[src/rtl/clk_rst_seq.sv]
// Reset and clock-enable sequencer between the PLL and the core: waits for a
// stable lock, releases reset, divides clk into ce pulses and records why reset was re-entered.
module clk_rst_seq #(
  parameter int LOCK_CYCLES = 1024,
  parameter int RST_CYCLES  = 16,
  parameter int DIV         = 2
) (
  input  logic       clk,
  input  logic       rst,
  input  logic       locked,
  input  logic       soft_rst_req,
  output logic       sys_rst,
  output logic       ce,
  output logic       running,
  output logic [1:0] cause,
  output logic [7:0] lock_lost_cnt
);

  localparam int MAXC = (LOCK_CYCLES > RST_CYCLES) ? LOCK_CYCLES : RST_CYCLES;
  localparam int CW   = $clog2(MAXC) + 1;
  localparam int DW   = (DIV > 1) ? $clog2(DIV) : 1;

  localparam logic [CW-1:0] SETTLE_LAST = CW'(LOCK_CYCLES - 1);
  localparam logic [CW-1:0] HOLD_LAST   = CW'(RST_CYCLES - 1);
  localparam logic [DW-1:0] DIV_LAST    = DW'(DIV - 1);

  typedef enum logic [1:0] {
    WAIT_LOCK = 2'd0,
    SETTLE    = 2'd1,
    RUN       = 2'd2,
    SOFT_HOLD = 2'd3
  } state_e;

  typedef enum logic [1:0] {
    CAUSE_POR  = 2'b00,
    CAUSE_LOCK = 2'b01,
    CAUSE_SOFT = 2'b10
  } cause_e;

  state_e          state_q, state_d;
  cause_e          cause_q, cause_d;
  logic [CW-1:0]   cnt_q, cnt_d;
  logic [DW-1:0]   div_q, div_d;
  logic [7:0]      lost_q, lost_d;
  logic            sync1_q, locked_s_q;
  logic            sys_rst_q, ce_q, running_q;

  // NOTE: every variable gets a default before the case so no path leaves it
  // unassigned; otherwise synthesis infers a latch.
  always_comb begin
    state_d = state_q;
    cause_d = cause_q;
    lost_d  = lost_q;
    cnt_d   = cnt_q + CW'(1);

    case (state_q)
      WAIT_LOCK: begin
        cnt_d = '0;
        if (locked_s_q) state_d = SETTLE;
      end
      SETTLE: begin
        if (!locked_s_q)                state_d = WAIT_LOCK;
        else if (cnt_q == SETTLE_LAST)  state_d = RUN;
      end
      RUN: begin
        cnt_d = '0;
        // Lock loss outranks a simultaneous software request.
        if (!locked_s_q) begin
          state_d = WAIT_LOCK;
          cause_d = CAUSE_LOCK;
          lost_d  = (lost_q == 8'hFF) ? lost_q : lost_q + 8'd1;
        end else if (soft_rst_req) begin
          state_d = SOFT_HOLD;
          cause_d = CAUSE_SOFT;
        end
      end
      SOFT_HOLD: begin
        if (!locked_s_q) begin
          state_d = WAIT_LOCK;
          cause_d = CAUSE_LOCK;
          lost_d  = (lost_q == 8'hFF) ? lost_q : lost_q + 8'd1;
        end else if (cnt_q == HOLD_LAST) begin
          state_d = RUN;
        end
      end
      default: state_d = WAIT_LOCK;
    endcase

    if (state_d != state_q) cnt_d = '0;

    // The divider only advances while staying in RUN, so each RUN entry restarts it.
    div_d = '0;
    if (state_q == RUN && state_d == RUN)
      div_d = (div_q == DIV_LAST) ? '0 : div_q + DW'(1);
  end

  // NOTE: sequential state uses non-blocking assignments so all flops update
  // together from the values sampled at the edge.
  // NOTE: every flop here is reset, including the lock synchronizer, so the
  // sequence always restarts from a known WAIT_LOCK with no stale lock history.
  always_ff @(posedge clk or posedge rst) begin
    if (rst) begin
      sync1_q    <= 1'b0;
      locked_s_q <= 1'b0;
      state_q    <= WAIT_LOCK;
      cause_q    <= CAUSE_POR;
      cnt_q      <= '0;
      div_q      <= '0;
      lost_q     <= 8'd0;
      sys_rst_q  <= 1'b1;
      ce_q       <= 1'b0;
      running_q  <= 1'b0;
    end else begin
      sync1_q    <= locked;
      locked_s_q <= sync1_q;
      state_q    <= state_d;
      cause_q    <= cause_d;
      cnt_q      <= cnt_d;
      div_q      <= div_d;
      lost_q     <= lost_d;
      sys_rst_q  <= (state_d != RUN);
      running_q  <= (state_d == RUN);
      ce_q       <= (state_d == RUN) && (div_d == DIV_LAST);
    end
  end

  assign sys_rst       = sys_rst_q;
  assign ce            = ce_q;
  assign running       = running_q;
  assign cause         = cause_q;
  assign lock_lost_cnt = lost_q;

endmodule

[config.mk]
export PLATFORM = sky130hd
export DESIGN_NAME = clk_rst_seq
export DESIGN_NICKNAME = d
export VERILOG_FILES = /design/src/rtl/clk_rst_seq.sv
export SDC_FILE = /design/constraint.sdc
export NUM_CORES = 1
export LEC_CHECK = 0
export CAP_MARGIN = 40
export CORE_MARGIN = 2
export CORE_UTILIZATION = 60
export CTS_BUF_LIST = sky130_fd_sc_hd__clkbuf_4
export DETAILED_ROUTE_END_ITERATION = 8
export PLACE_DENSITY = 0.95
export RECOVER_POWER = 25
export SETUP_SLACK_MARGIN = 0.1
export SYNTH_ARGS = -nofsm -noshare
export SYNTH_HDL_FRONTEND = slang
export SYNTH_SLANG_ARGS = --single-unit
[constraint.sdc]
create_clock -name clk -period 5.1 [get_ports clk]
set_clock_uncertainty 0.1 [all_clocks]
set_input_delay 1.275 -clock clk [delete_from_list [all_inputs] [get_ports clk]]
set_output_delay 1.275 -clock clk [all_outputs]
set_load 0.01 [all_outputs]
* Word level (Yosys, flattened, before mapping) *
Cells that the tools add are included.

word-level totals
  register bits = 29
  output and inout port bits = 13
  word-level logic and storage cells = 50

operators by class
  $add $sub $neg = 3
  reductions and logical operators = 8
  equal/unequal tests = 11
  multiplexer cells = 16
  bitwise gates (word level) = 2

operators with widths
  operator                                                number
  2-to-1 mux 11 bit                                       2
  2-to-1 mux 2 bit                                        10
  adder 11 x 1 -> 11 bit (second input constant)          1
  equality test 11 x 10 -> 1 bit (second input constant)  1
  equality test 11 x 4 -> 1 bit (second input constant)   1
  adder 8 x 1 -> 8 bit (second input constant)            1
  equality test 8 bit (second input constant)             1
  case mux 2 bit (4 select lines)                         1
  equality test 2 bit (second input constant)             3
  AND reduction 3 bit                                     2
  != test 2 bit (second input constant)                   2
  case mux 2 bit (2 select lines)                         1
  OR reduction 2 bit                                      2
  != test 3 bit (second input constant)                   1
  equality test 2 x 1 -> 1 bit (second input constant)    1
  logical AND 1 bit                                       2
  logical NOT 2 bit                                       1
  2-to-1 mux 1 bit                                        2
  != test 2 bit                                           1
  NOT 1 bit                                               2
  nonzero test 2 bit                                      1
  adder 1 bit (second input constant)                     1

* Logic depth before layout (Yosys ltp) *
Gate-level depths: netlist of the first run.

  depth in word-level cells = 8
  mapped depth = 6
  mapped depth without buffers = 5

* Worst setup path before layout of the first run *
Ideal clock, no wire load.

  path type = input port to flip-flop
  start point = input soft_rst_req
  end point = register running_q, in the netlist running
  cell stages on the path = 3
  path slack = 3.162 ns
  library setup time = 0.119 ns
  path buffers = 0
  arrival time = 1.719 ns
  cells stage by stage = nor2_1 > a211o_1 > and2_1

between the ends
  cells in the longest elaborated chain, start to end = 4

RTL lines
  what                             line  RTL
  from (decl)                      11    input logic soft_rst_req,
  2-to-1 mux 2 bit                 72    end else if (soft_rst_req) begin
  2-to-1 mux 2 bit                 68    if (!locked_s_q) begin
  case mux 2 bit (4 select lines)  56    case (state_q)
  equality test 2 bit              122   running_q <= (state_d == RUN);
  to (signal assigned)             122
  to (decl)                        46    logic sys_rst_q, ce_q, running_q;

No other way between the ends.
A chain may end at the register's enable or synchronous reset.

* Worst setup path after layout of the first run *
  start point = register sys_rst_q, in the netlist sys_rst
  end point = output sys_rst

RTL lines
  what                    line  RTL
  from (decl)             46
  from (signal assigned)  121   sys_rst_q <= (state_d != RUN);
  to (decl)               12    output logic sys_rst,

No word-level cell between the ends.

==> results, run 1 <==
- The run finished with clean final reports.
- The count of hold-fix buffers inserted at cts is 0.
- After the flow finishes, the layout carries non-filler instances totaling 171.
- After detailed routing, the number of remaining DRC violations is 0.
- The total grt overflow is 0.
- In this run the deepest clock path goes through 2 buffers.
- The average instance in the mapped netlist occupies 11.0 um^2.
- The number of nets in the synthesized netlist is 126.
- The cell count after synthesis is 120.
- After routing, the total negative slack on setup checks comes to 0 ns.
- The number of slew-limit violations in the final report is 0.
- In this run, the combinational gates consume 3.5% of the power.
- Leaving out fill and tap cells, the most frequent cells in the layout are 28 x dfrtp_1, 19 x nor2_1, 14 x clkdlybuf4s50_1.
- Measured against its own limit, the worst slew margin works out to 70.1%.
- In this run the worst hold path is classified as reg2reg.
- The number of detailed-routing iterations run before antenna repair is 4.
- The final critical-path setup slack is 2.35 ns.
- The final count of negative-setup-slack endpoints is 0.
- The number of nets in the finished design is 149.
- The post-route clock period utilization is 54.0%.
- The HPWL reported at the end of detailed placement is around 1900 um.
- Setup repair after global routing left no endpoint under its margin.
- The H-tree generated during clock tree synthesis spans 2 levels.
- Global routing used 30.5% of the available met1 tracks.
- The full die area is between 0.002 and 0.003 mm^2.
- The largest fanout on the critical path is 1.
- The number of maximum-capacitance constraint violations is 0.
- Global routing used 38.3% of the available met2 tracks.
- After detailed routing, the number of vias per cell comes to 5.51.
- After global routing, the most crowded layer is met2.
- Detailed routing inserted a total of 942 vias.
- Gates resized during post-CTS repair numbered 0.
- CTS saw 29 sinks.
- The switching share of total power is 21.3%.
- The clock share of power is 35.2%.
- The number of buffer cells added on primary ports is 16.
- The number of antenna violations at the first check in global routing was 0.
- The die height is 50.9 um.
- The row count is 16.
- The post-synthesis instance area is 0.00132 mm^2.
- The first-pass GRT wire length is 4470 um.
- In this run the power density over the cells is around 240 mW/mm^2.
- Internal power comes to 301 uW.
- The final period demand of the worst path is 2.75 ns.
- Summed over all cells, the static leakage comes to approximately 0.7 nW.
- The number of global-route vias before repair is 952.
- Summed over all layers, the routed wires come to between 2000 and 3000 um.
- For this run, the number of Yosys warnings is 0.
- The final weighted congestion in routability-driven placement is 0.797.
- The area of the core is 0.00202 mm^2.
- The effective utilization at floorplan is 65.3%.
- The die is 50.9 um wide.
- The number of placed instances, taps included, is between 150 and 200.
- The register share of total power is between 60% and 70%.
- The cell sitting at the root of the clock tree is a clkbuf_4.
- STA classifies the critical path startpoint as a register.
- The total of flip-flops plus latches after synthesis is 29.
- Clock tree synthesis inserted a total of 5 buffers.
- The number of different library cells used by synthesis comes to 34.
- Leaving out fill and tap cells, the most frequent cell in the layout is dfrtp_1.
- The final hold violation count is 0.
- For this block, the initial DRC count from the detailed router was 11.
- The utilization after layout is ~78%.
- The fraction of final layout cells with drive strength greater than 1 is 10.4%.
- The worst setup path is captured at an output port.
- On the critical path, the stage with the largest delay is an instance of dfstp_2.
- The critical path goes through clkdlybuf4s50_1.
- 17 I/O pins were placed.
- The power spent charging and discharging nets is 81.2 uW.
- Data on the critical path arrives at its endpoint at roughly 1.4 ns.
- The pre-CTS setup slack is about 2.5 ns.
- Broken down by cell family, the worst path's largest delay share belongs to flip-flops.
- After clock tree synthesis, the setup repair step added 0 buffers.
- VDD sags by at most 0.000220 V.
- On the worst path, the slowest cell contributes a delay of 0.53 ns.
- STA puts the critical path data required time at 3.72 ns.
- Based on the critical path, the design can be clocked at up to around 0.36 GHz.
- Relative to the synthesized area, the layout overhead comes to 19.1%.
- The detail route stage leaves a number of antenna-violating nets equal to 0.
- The sequential element share of the synthesized area is a little under three fifths.
- Together, buffers and inverters on the worst path number 1.
- The clock-pin slew on the worst setup and hold paths is 0.08 ns.
- The type of the setup path with the least slack is reg2out.
- The clock insertion delay at the later pin of the skew report is 0.33 ns.
- The overall fraction of global-route tracks in use is 24.5%.
- In the global route stage, met3 resource usage came out at 9.06%.
- In the final routed layout, each cell accounts on average for roughly 15 um.
- The transition at the pin with the smallest max-transition slack is between 0.4 and 0.5 ns.
- TritonCTS built the clock tree.
- The maximum number of pins on one net before global-route repair is 21.
- The antenna diode instance count is 0.
## registers in the layout, indices dropped and copies added, names as in the netlist
signal,flops
cause,2
ce,1
cnt_q,11
div_q,1
lock_lost_cnt,8
locked_s_q,1
running,1
state_q,2
sync1_q,1
sys_rst,1
## power by group through the flow
stage	Combinational (mW)	Clock [mW]	Sequential (mW)
after CTS	0.0140	0.138	0.234
after global placement	0.0106	0	0.238
after detailed placement	0.0139	0	0.238
after global routing	0.0154	0.152	0.234
final	0.0132	0.135	0.234
after floorplan	0.00747	0	0.238
## final cells by class
cell class | count | area [um^2]
clock inverters | 1 | 3.75
multi-input cells | 85 | 549
flip-flops and latches | 29 | 727
fillers | 144 | 449
well taps | 27 | 33.8
repair buffers | 17 | 188
inverters | 5 | 18.8
clock buffers | 7 | 52.6
## per-layer routing
metal	part of all wire, %	vias up
met5	0	-
met4	2.9	0
met1	42	445
met3	4.8	11
li1	-	460
met2	50	26
## path summary, 6_finish.rpt
check                      startpoint    endpoint  slack [ns]  depth (start not counted)
min in group asynchronous         rst    cnt_q[7]        1.28                          2
max in group asynchronous         rst     sys_rst        3.08                          3
min reg2reg                   sync1_q  locked_s_q        0.26                          0
max reg2reg                  cnt_q[0]    cnt_q[9]        3.17                          5
min                           sync1_q  locked_s_q        0.26                          0
max                           sys_rst     sys_rst        2.35                          1
## synth_stat cells (all sizes together)
master | number | area (um^2)
ha | 2 | 25.0
nand4 | 1 | 6.26
xor2 | 2 | 17.5
nor2 | 19 | 71.3
a21boi | 1 | 7.51
or3b | 1 | 8.76
and4b | 1 | 13.8
dfstp | 1 | 26.3
and2 | 2 | 13.8
a21o | 1 | 7.51
dfrtp | 28 | 701
nand4b | 1 | 8.76
nand2b | 1 | 6.26
mux2i | 1 | 10.0
mux2 | 2 | 22.5
nor3 | 4 | 20.0
buf | 1 | 11.3
nand3 | 4 | 32.5
a211o | 2 | 17.5
o21ai | 2 | 10.0
o41ai | 1 | 16.3
and2b | 1 | 7.51
nand3b | 1 | 7.51
xnor2 | 11 | 96.3
nor4 | 3 | 25.0
and3 | 4 | 30.0
inv | 5 | 18.8
nand2 | 12 | 45.0
and4 | 3 | 26.3
a21oi | 2 | 10.0
## kinds of logic after synthesis
group,after synthesis,share of synthesized area (%)
AO/OA/AOI/OAI,9,5.21
XOR/XNOR,13,8.63
adder cells (fa/ha/maj),2,1.90
buffers and inverters,6,2.27
flip-flops,29,55.1
multiplexers,3,2.46
AND/OR/NAND/NOR,58,24.5
## stage by stage
stage / area, um^2 / hold WS (ns) / total power [mW]
2_1_floorplan: 1320 / 0.231 / 0.245
3_3_place_gp: 1500 / 0.243 / 0.249
3_5_place_dp: 1530 / 0.244 / 0.252
4_1_cts: 1590 / 0.262 / 0.386
5_1_grt: 1570 / 0.269 / 0.401
6_report: 1570 / 0.257 / 0.382
(Power assumes the default switching activity.)
==> run 2: changes to the inputs <==
--- a/config.mk
+++ b/config.mk
@@ -7,10 +7,10 @@
 export LEC_CHECK = 0
 export CAP_MARGIN = 40
 export CORE_MARGIN = 2
-export CORE_UTILIZATION = 60
+export CORE_UTILIZATION = 56
 export CTS_BUF_LIST = sky130_fd_sc_hd__clkbuf_4
 export DETAILED_ROUTE_END_ITERATION = 8
-export PLACE_DENSITY = 0.95
+export PLACE_DENSITY = 0.9
 export RECOVER_POWER = 25
 export SETUP_SLACK_MARGIN = 0.1
 export SYNTH_ARGS = -nofsm -noshare
==> constraint.sdc (replaced) <==
create_clock -name clk -period 2.7 [get_ports clk]
set_clock_uncertainty 0.1 [all_clocks]
set_input_delay 0.675 -clock clk [delete_from_list [all_inputs] [get_ports clk]]
set_output_delay 0.675 -clock clk [all_outputs]
set_load 0.01 [all_outputs]
==> results, run 2 (synthesis results as in run 1) <==
- The clock-pin slew on the worst setup and hold paths is about 0.080 ns.
- The number of placed instances, taps included is 164.
- The stage delay of the slowest cell on the critical path is 0.52 ns.
- The root buffer cell chosen for the clock tree is clkbuf_4.
- The HPWL reported at the end of detailed placement is roughly 1700 um.
- Data on the critical path arrives at its endpoint at approximately 1.4 ns.
- The number of non-filler instances in the completed layout is around 170.
- The number of antenna violations at the first check in global routing is 0.
- Walking the worst path, the cells encountered are clkdlybuf4s50_1.
- The cell area power density is 453 mW/mm^2.
- The largest fanout on the critical path is 1.
- The worst min-delay path class is reg2reg.
- After floorplanning, the core was divided into 17 placement rows.
- The final count of negative-setup-slack endpoints is 0.
- The area growth from synthesis to final layout is 18.7%.
- The number of flip-flops under the largest register name is 11.
- The clock period could shrink to 2.13 ns.
- Leaving out fill and tap cells, the most frequent cell in the layout is dfrtp_1.
- The number of buffers added by the clock tree synthesis step is 5.
- The number of global-route vias before repair came to between 900 and 1000.
- The register with the most flip-flops is cnt_q.
- For this run the aggregate overflow at the end of global routing stands at 0.
- The number of slew-limit violations in the final report is 0.
- The fraction of final layout cells with drive strength greater than 1 is 12.5%.
- The first routing iteration left 22 violations.
- The post-detailed-route wirelength per cell is 13.1 um.
- The number of detailed-routing iterations run before antenna repair is 4.
- In this run, post-CTS hold repair placed 0 buffers.
- The cell area after placement is 0.00151 mm^2.
- The area of all placed cells without fillers is approximately 0.0016 mm^2.
- The utilization after layout is between 70% and 80%.
- The clock insertion delay at the later pin of the skew report is 0.32 ns.
- The worst slew slack as a fraction of its limit is 77.4%.
- Across the run, the number of max-cap violations was 0.
- The pre-CTS setup slack is between 0.7 and 0.8 ns.
- The post-CTS setup-driven buffer insertion count is 0.
- The cell leakage power is 0.685 nW.
- The final critical-path setup slack is 0.570 ns.
- The slowest stage of the critical path belongs to the cell dfstp_2.
- In this run the number of H-tree levels came out at 2.
- The maximum ir drop on the vdd rail is 0.000426 V.
- 17 I/O pins were placed.
- The kind of capture point of the worst setup path is an output port.
- The run finished with clean final reports.
- The overall fraction of global-route tracks in use is between 20% and 30%.
- The initial utilization of the core area, before any placement, comes to 59.7%.
- The routed design has 2250 um of wire.
- The post-route worst hold slack is 0.254 ns.
- The final hold violation count came to 0.
- For the pin with the worst max-slew slack, the measured transition is between 0.3 and 0.4 ns.
- In this run the deepest clock path goes through 2 buffers.
- The number of vias per cell is 5.33.
- The number of buffer cells added on primary ports is 16.
- Setup repair after global routing left no endpoint under its margin.
- The post-route clock period utilization is ~79%.
- The type of the setup path with the least slack is reg2out.
- The cell family contributing the most delay on the critical path is flip-flops.
- The count of nets left with antenna violations once routing finished came out at 0.
- Together, buffers and inverters on the worst path number 1.
- Summed over all failing endpoints, the final setup total negative slack is 0 ns.
- At the end of routability-driven placement, the weighted congestion stood at between 0.8 and 0.9.
- The first global-routing pass estimated 4060 um of wire.
- The number of gates resized after CTS was 0.
- The CTS tree is built.
- The overall via count from detail_route is a little over 900.
- The total chip power is 709 uW.
- The required time at the worst-slack endpoint is 1.92 ns.
- The number of nets in the finished design is approximately 150.
- CTS saw 29 sinks.
- The maximum number of pins on one net before global-route repair is 30.
- The area of the core is 0.00221 mm^2.
- From bottom edge to top edge, the die measures 52.6 um.
- The floorplan step defined a die boundary enclosing 0.00276 mm^2.
- The antenna diode instance count is 0.
- The timing-limited maximum frequency is 0.469 GHz.
- The type of element launching the critical path is a register.
- In the layout the commonest cells are 28 x dfrtp_1, 19 x nor2_1, 14 x clkdlybuf4s50_1.
- The horizontal die dimension is 52.6 um.
- After detailed routing, the number of remaining DRC violations is 0.
run 2: cell types whose count changed in the layout (fill, tap and decap cells not counted):
cell / change
clkinv_2: +2
nor4_2: +1
o41ai_1: -1
clkinv_1: -1
buf_16: -1
o41ai_2: +1
buf_4: +1
nor4_1: -1
clkbuf_4: -1
run 2: layer usage:
layer  up-vias  global-route usage, %  wire [um]
met3         4                   8.00         98
li1        456                      -          -
met2        24                   31.9       1090
met5         -                      0          0
met1       433                   27.0       1030
met4         0                   6.84         27
run 2: final cells by class:
class	count	area, um^2
clock buffers	6	45.0
multi-input cells	85	563
clock inverters	2	10.0
well taps	28	35.0
flip-flops and latches	29	727
repair buffers	17	168
fillers	147	646
inverters	5	18.8
run 2: power by group:
group | internal (mW) | leakage [nW] | total (mW) | switching, mW
clock network | 0.109 | 0.0354 | 0.247 | 0.138
registers | 0.438 | 0.394 | 0.442 | 0.00410
logic | 0.00714 | 0.255 | 0.0206 | 0.0135
run 2: worst paths after layout:
| path | slack [ns] | depth (start not counted) | end | from |
|---|---|---|---|---|
| max | 0.57 | 1 | sys_rst | sys_rst |
| min | 0.25 | 0 | locked_s_q | sync1_q |
| max reg2reg | 0.84 | 5 | cnt_q[5] | cnt_q[0] |
| min reg2reg | 0.25 | 0 | locked_s_q | sync1_q |
| max in group asynchronous | 1.44 | 3 | sys_rst | rst |
| min in group asynchronous | 0.75 | 3 | lock_lost_cnt[5] | rst |
run 2: worst reg2reg max path, cell delays in order (launching register included):
cell and delay [ns]:
dfrtp_1 0.43, ha_1 0.27, and3_4 0.20, and4b_4 0.20, a211o_1 0.43, nor2_1 0.15
==> run 3: changes to the inputs <==
--- a/config.mk
+++ b/config.mk
@@ -7,10 +7,10 @@
 export LEC_CHECK = 0
 export CAP_MARGIN = 40
 export CORE_MARGIN = 2
-export CORE_UTILIZATION = 56
+export CORE_UTILIZATION = 51
 export CTS_BUF_LIST = sky130_fd_sc_hd__clkbuf_4
 export DETAILED_ROUTE_END_ITERATION = 8
-export PLACE_DENSITY = 0.9
+export PLACE_DENSITY = 0.86
 export RECOVER_POWER = 25
 export SETUP_SLACK_MARGIN = 0.1
 export SYNTH_ARGS = -nofsm -noshare
==> constraint.sdc (replaced) <==
create_clock -name clk -period 1.7 [get_ports clk]
set_clock_uncertainty 0.1 [all_clocks]
set_input_delay 0.425 -clock clk [delete_from_list [all_inputs] [get_ports clk]]
set_output_delay 0.425 -clock clk [all_outputs]
set_load 0.01 [all_outputs]
==> results, run 3 (synthesis results as in run 1) <==
- STA classifies the critical path startpoint as a register.
- Along the worst hold path, the cell count comes to 0.
- The row count is 18.
- The highest layer touched by signal routing is met4.
- The final hold violation count is 0.
- Of all nets on the critical path, the largest fanout is 5.
- The cell leakage power is 0.852 nW.
- The area of the core is 0.00245 mm^2.
- For this design, the sink count on the clock tree is 29.
- The wire length the detailed router placed on met1 is 1260 um.
- The number of non-filler instances in the completed layout is 198.
- Setup repair after global routing could not meet its margin everywhere.
- The post-route worst hold slack is between 0.2 and 0.3 ns.
- The setup check on the worst reg-to-reg path leaves a slack of 0.004 ns.
- Hold repair after CTS inserted 0 buffers.
- Across every metal layer, demand over resource in global routing totals 22.0%.
- The worst hold path belongs to the class reg2reg.
- The clock-pin slew on the worst setup and hold paths is 0.09 ns.
- The timing-limited maximum frequency is 0.590 GHz.
- The routed layout has 1120 vias.
- The remaining design rule violation count is 0.
- Entering global routing, the biggest net connects 30 pins.
- The number of vias per cell is 5.66.
- The pre-CTS setup slack is about 0.043 ns.
- Grouping stages by cell kind, the critical path spends the most delay in simple AND/OR/NAND/NOR gates.
- The post-detailed-route wirelength per cell is 17.2 um.
- The horizontal die dimension is 54.9 um.
- The first detailed-routing pass took 4 iterations.
- The cell area after placement is 0.00161 mm^2.
- Summed over all layers, the routed wires come to 3410 um.
- The detailed router finished its first iteration with 20 violations.
- The congestion estimate from routability-driven global placement came to 0.837.
- The total I/O pin count is 17.
- The library cell used most frequently in the layout, excluding fill and tap cells, is dfrtp_1.
- The data arrival time of the critical path is 1.86 ns.
- In this design, the stage delay of the slowest critical-path cell is 0.42 ns.
- Counting cells, the worst reg-to-reg path comes to 6.
- Dividing the final minimum period by the clock period gives 99.7%.
- The wire length on met2 is 1810 um.
- The flow ran to the end, and the final reports show no timing, DRC or antenna violations.
- The final period demand of the worst path is 1.70 ns.
- The path with the worst hold slack has its endpoint at locked_s_q.
- Port buffering added 16 buffers.
- The worst slew slack as a fraction of its limit is a little over half.
- In this run the critical register-to-register path is captured at cnt_q[0].
- The number of flip-flops under the largest register name is 11.
- Setup violations remaining at the end of the flow were counted as 0.
- The number of antenna diodes in the final layout is 0.
- STA classifies the critical path endpoint as a register.
- Dividing total power by cell area gives a power density of 646 mW/mm^2.
- The number of nets in the finished design is 173.
- The fraction of final layout cells with drive strength greater than 1 is 31.5%.
- The signal on the critical path passes through ha_4 -> and3_4 -> and4b_4 -> a211o_1 -> buf_4 -> nor2_1.
- From synthesis to final layout, the design area changed by 34.4%.
- The origin of the worst min-delay path is sync1_q.
- The full die area is 0.00301 mm^2.
- The final critical-path setup slack is 0.00440 ns.
- For this configuration, the core starts out at a cell density of 53.8%.
- The critical path's slowest cell is dfrtp_1.
- At the later pin of the worst-skew pair, clock insertion delay measures 0.34 ns.
- The finished cells cover between 0.0015 and 0.002 mm^2.
- Summed over all nets, the half-perimeter wirelength after detailed placement is 1810 um.
- The number of buffers on the longest clock path is 2.
- cnt_q holds more flip-flops than any other register.
- The critical path runs through a total of 6 cells.
- The maximum ir drop on the vdd rail is 0.000951 V.
- The number of buffers added by the clock tree synthesis step is 5.
- The transition at the pin with the smallest max-transition slack is roughly 0.70 ns.
- At the end of the flow the core is filled with cells to 72.3%.
- Detailed routing placed a total of 181 um of wire on met3.
- The number of buffers and inverters on the critical path is 1.
- The first global-routing pass estimated 4470 um of wire.
- The worst register-to-register path begins at cnt_q[0].
- The total grt overflow is 0.
- Once placement completed, the tool counted placed cells totaling 177.
- The total chip power is 1.15 mW.
- The type of the setup path with the least slack is reg2reg.
- The number of slew-limit violations in the final report is 0.
- The number of global-route vias before repair is 1051.
- The final antenna-violating net count is 0.
- The required time at the worst-slack endpoint is 1.86 ns.
- The number of maximum-capacitance constraint violations is 0.
- The maximum level of the CTS H-tree is 2.
- The die height is between 50 and 60 um.
- The tree is rooted in a clkbuf_4.
- The final total negative setup slack is 0 ns.
- The number of antenna violations at the first check in global routing was 0.
- The CTS tree is built.
- The top cell types in the final layout, fill and taps aside, are 27 x dfrtp_1, 23 x buf_4, 15 x nor2_1.
run 3: cell types whose count changed in the layout (fill, tap and decap cells not counted), moves of 2 or more:
cell,change
clkdlybuf4s50_1,-13
clkinv_1,+2
nor2_1,-4
buf_4,+22
ha_1,-2
clkbuf_2,+2
dlygate4sd2_1,+10
nor2_2,+4
ha_4,+2
run 3: area by class of cell:
type,count,area [um^2]
sequential,29,728
fill,159,681
multi-input combinational,85,613
timing repair buffer,41,327
clock buffer,5,37.5
tap,30,37.5
inverter,5,18.8
clock inverter,3,12.5
run 3: worst max path at each step:
stage | startpoint | slack [ns] | endpoint
after floorplan | cnt_q[0] | 0.11 | cnt_q[10]
after global placement | soft_rst_req | 0.06 | running
after detailed placement | cnt_q[0] | 0.04 | cnt_q[9]
after CTS | cnt_q[1] | 0.02 | cnt_q[9]
after global routing | cnt_q[9] | -0.07 | cnt_q[3]
final | cnt_q[0] | 0.004 | cnt_q[0]
run 3: worst reg2reg max path: stages (launching register included):
cell and delay, ns:
dfrtp_1 0.42, ha_4 0.18, and3_4 0.18, and4b_4 0.20
a211o_1 0.28, buf_4 0.17, nor2_1 0.10
run 3: metal layers:
metal  vias up  track usage (%)
met5         -                0
met4         0             11.7
met3        18             7.38
met2        44             35.3
met1       551             26.0
li1        507                -
run 3: report_power, final:
group / internal, mW / leakage (nW) / switching (mW)
Combinational: 0.0222 / 0.430 / 0.0281
Clock: 0.149 / 0.0300 / 0.244
Sequential: 0.695 / 0.393 / 0.00641
Total: 0.867 / 0.852 / 0.279
run 3: repair_timing:
action | 4_1_cts | 5_1_grt
setup endpoints to repair | 26 | 21
pin swaps | 1 | 4
setup buffers | 9 | 4
gates resized for setup | 19 | 14
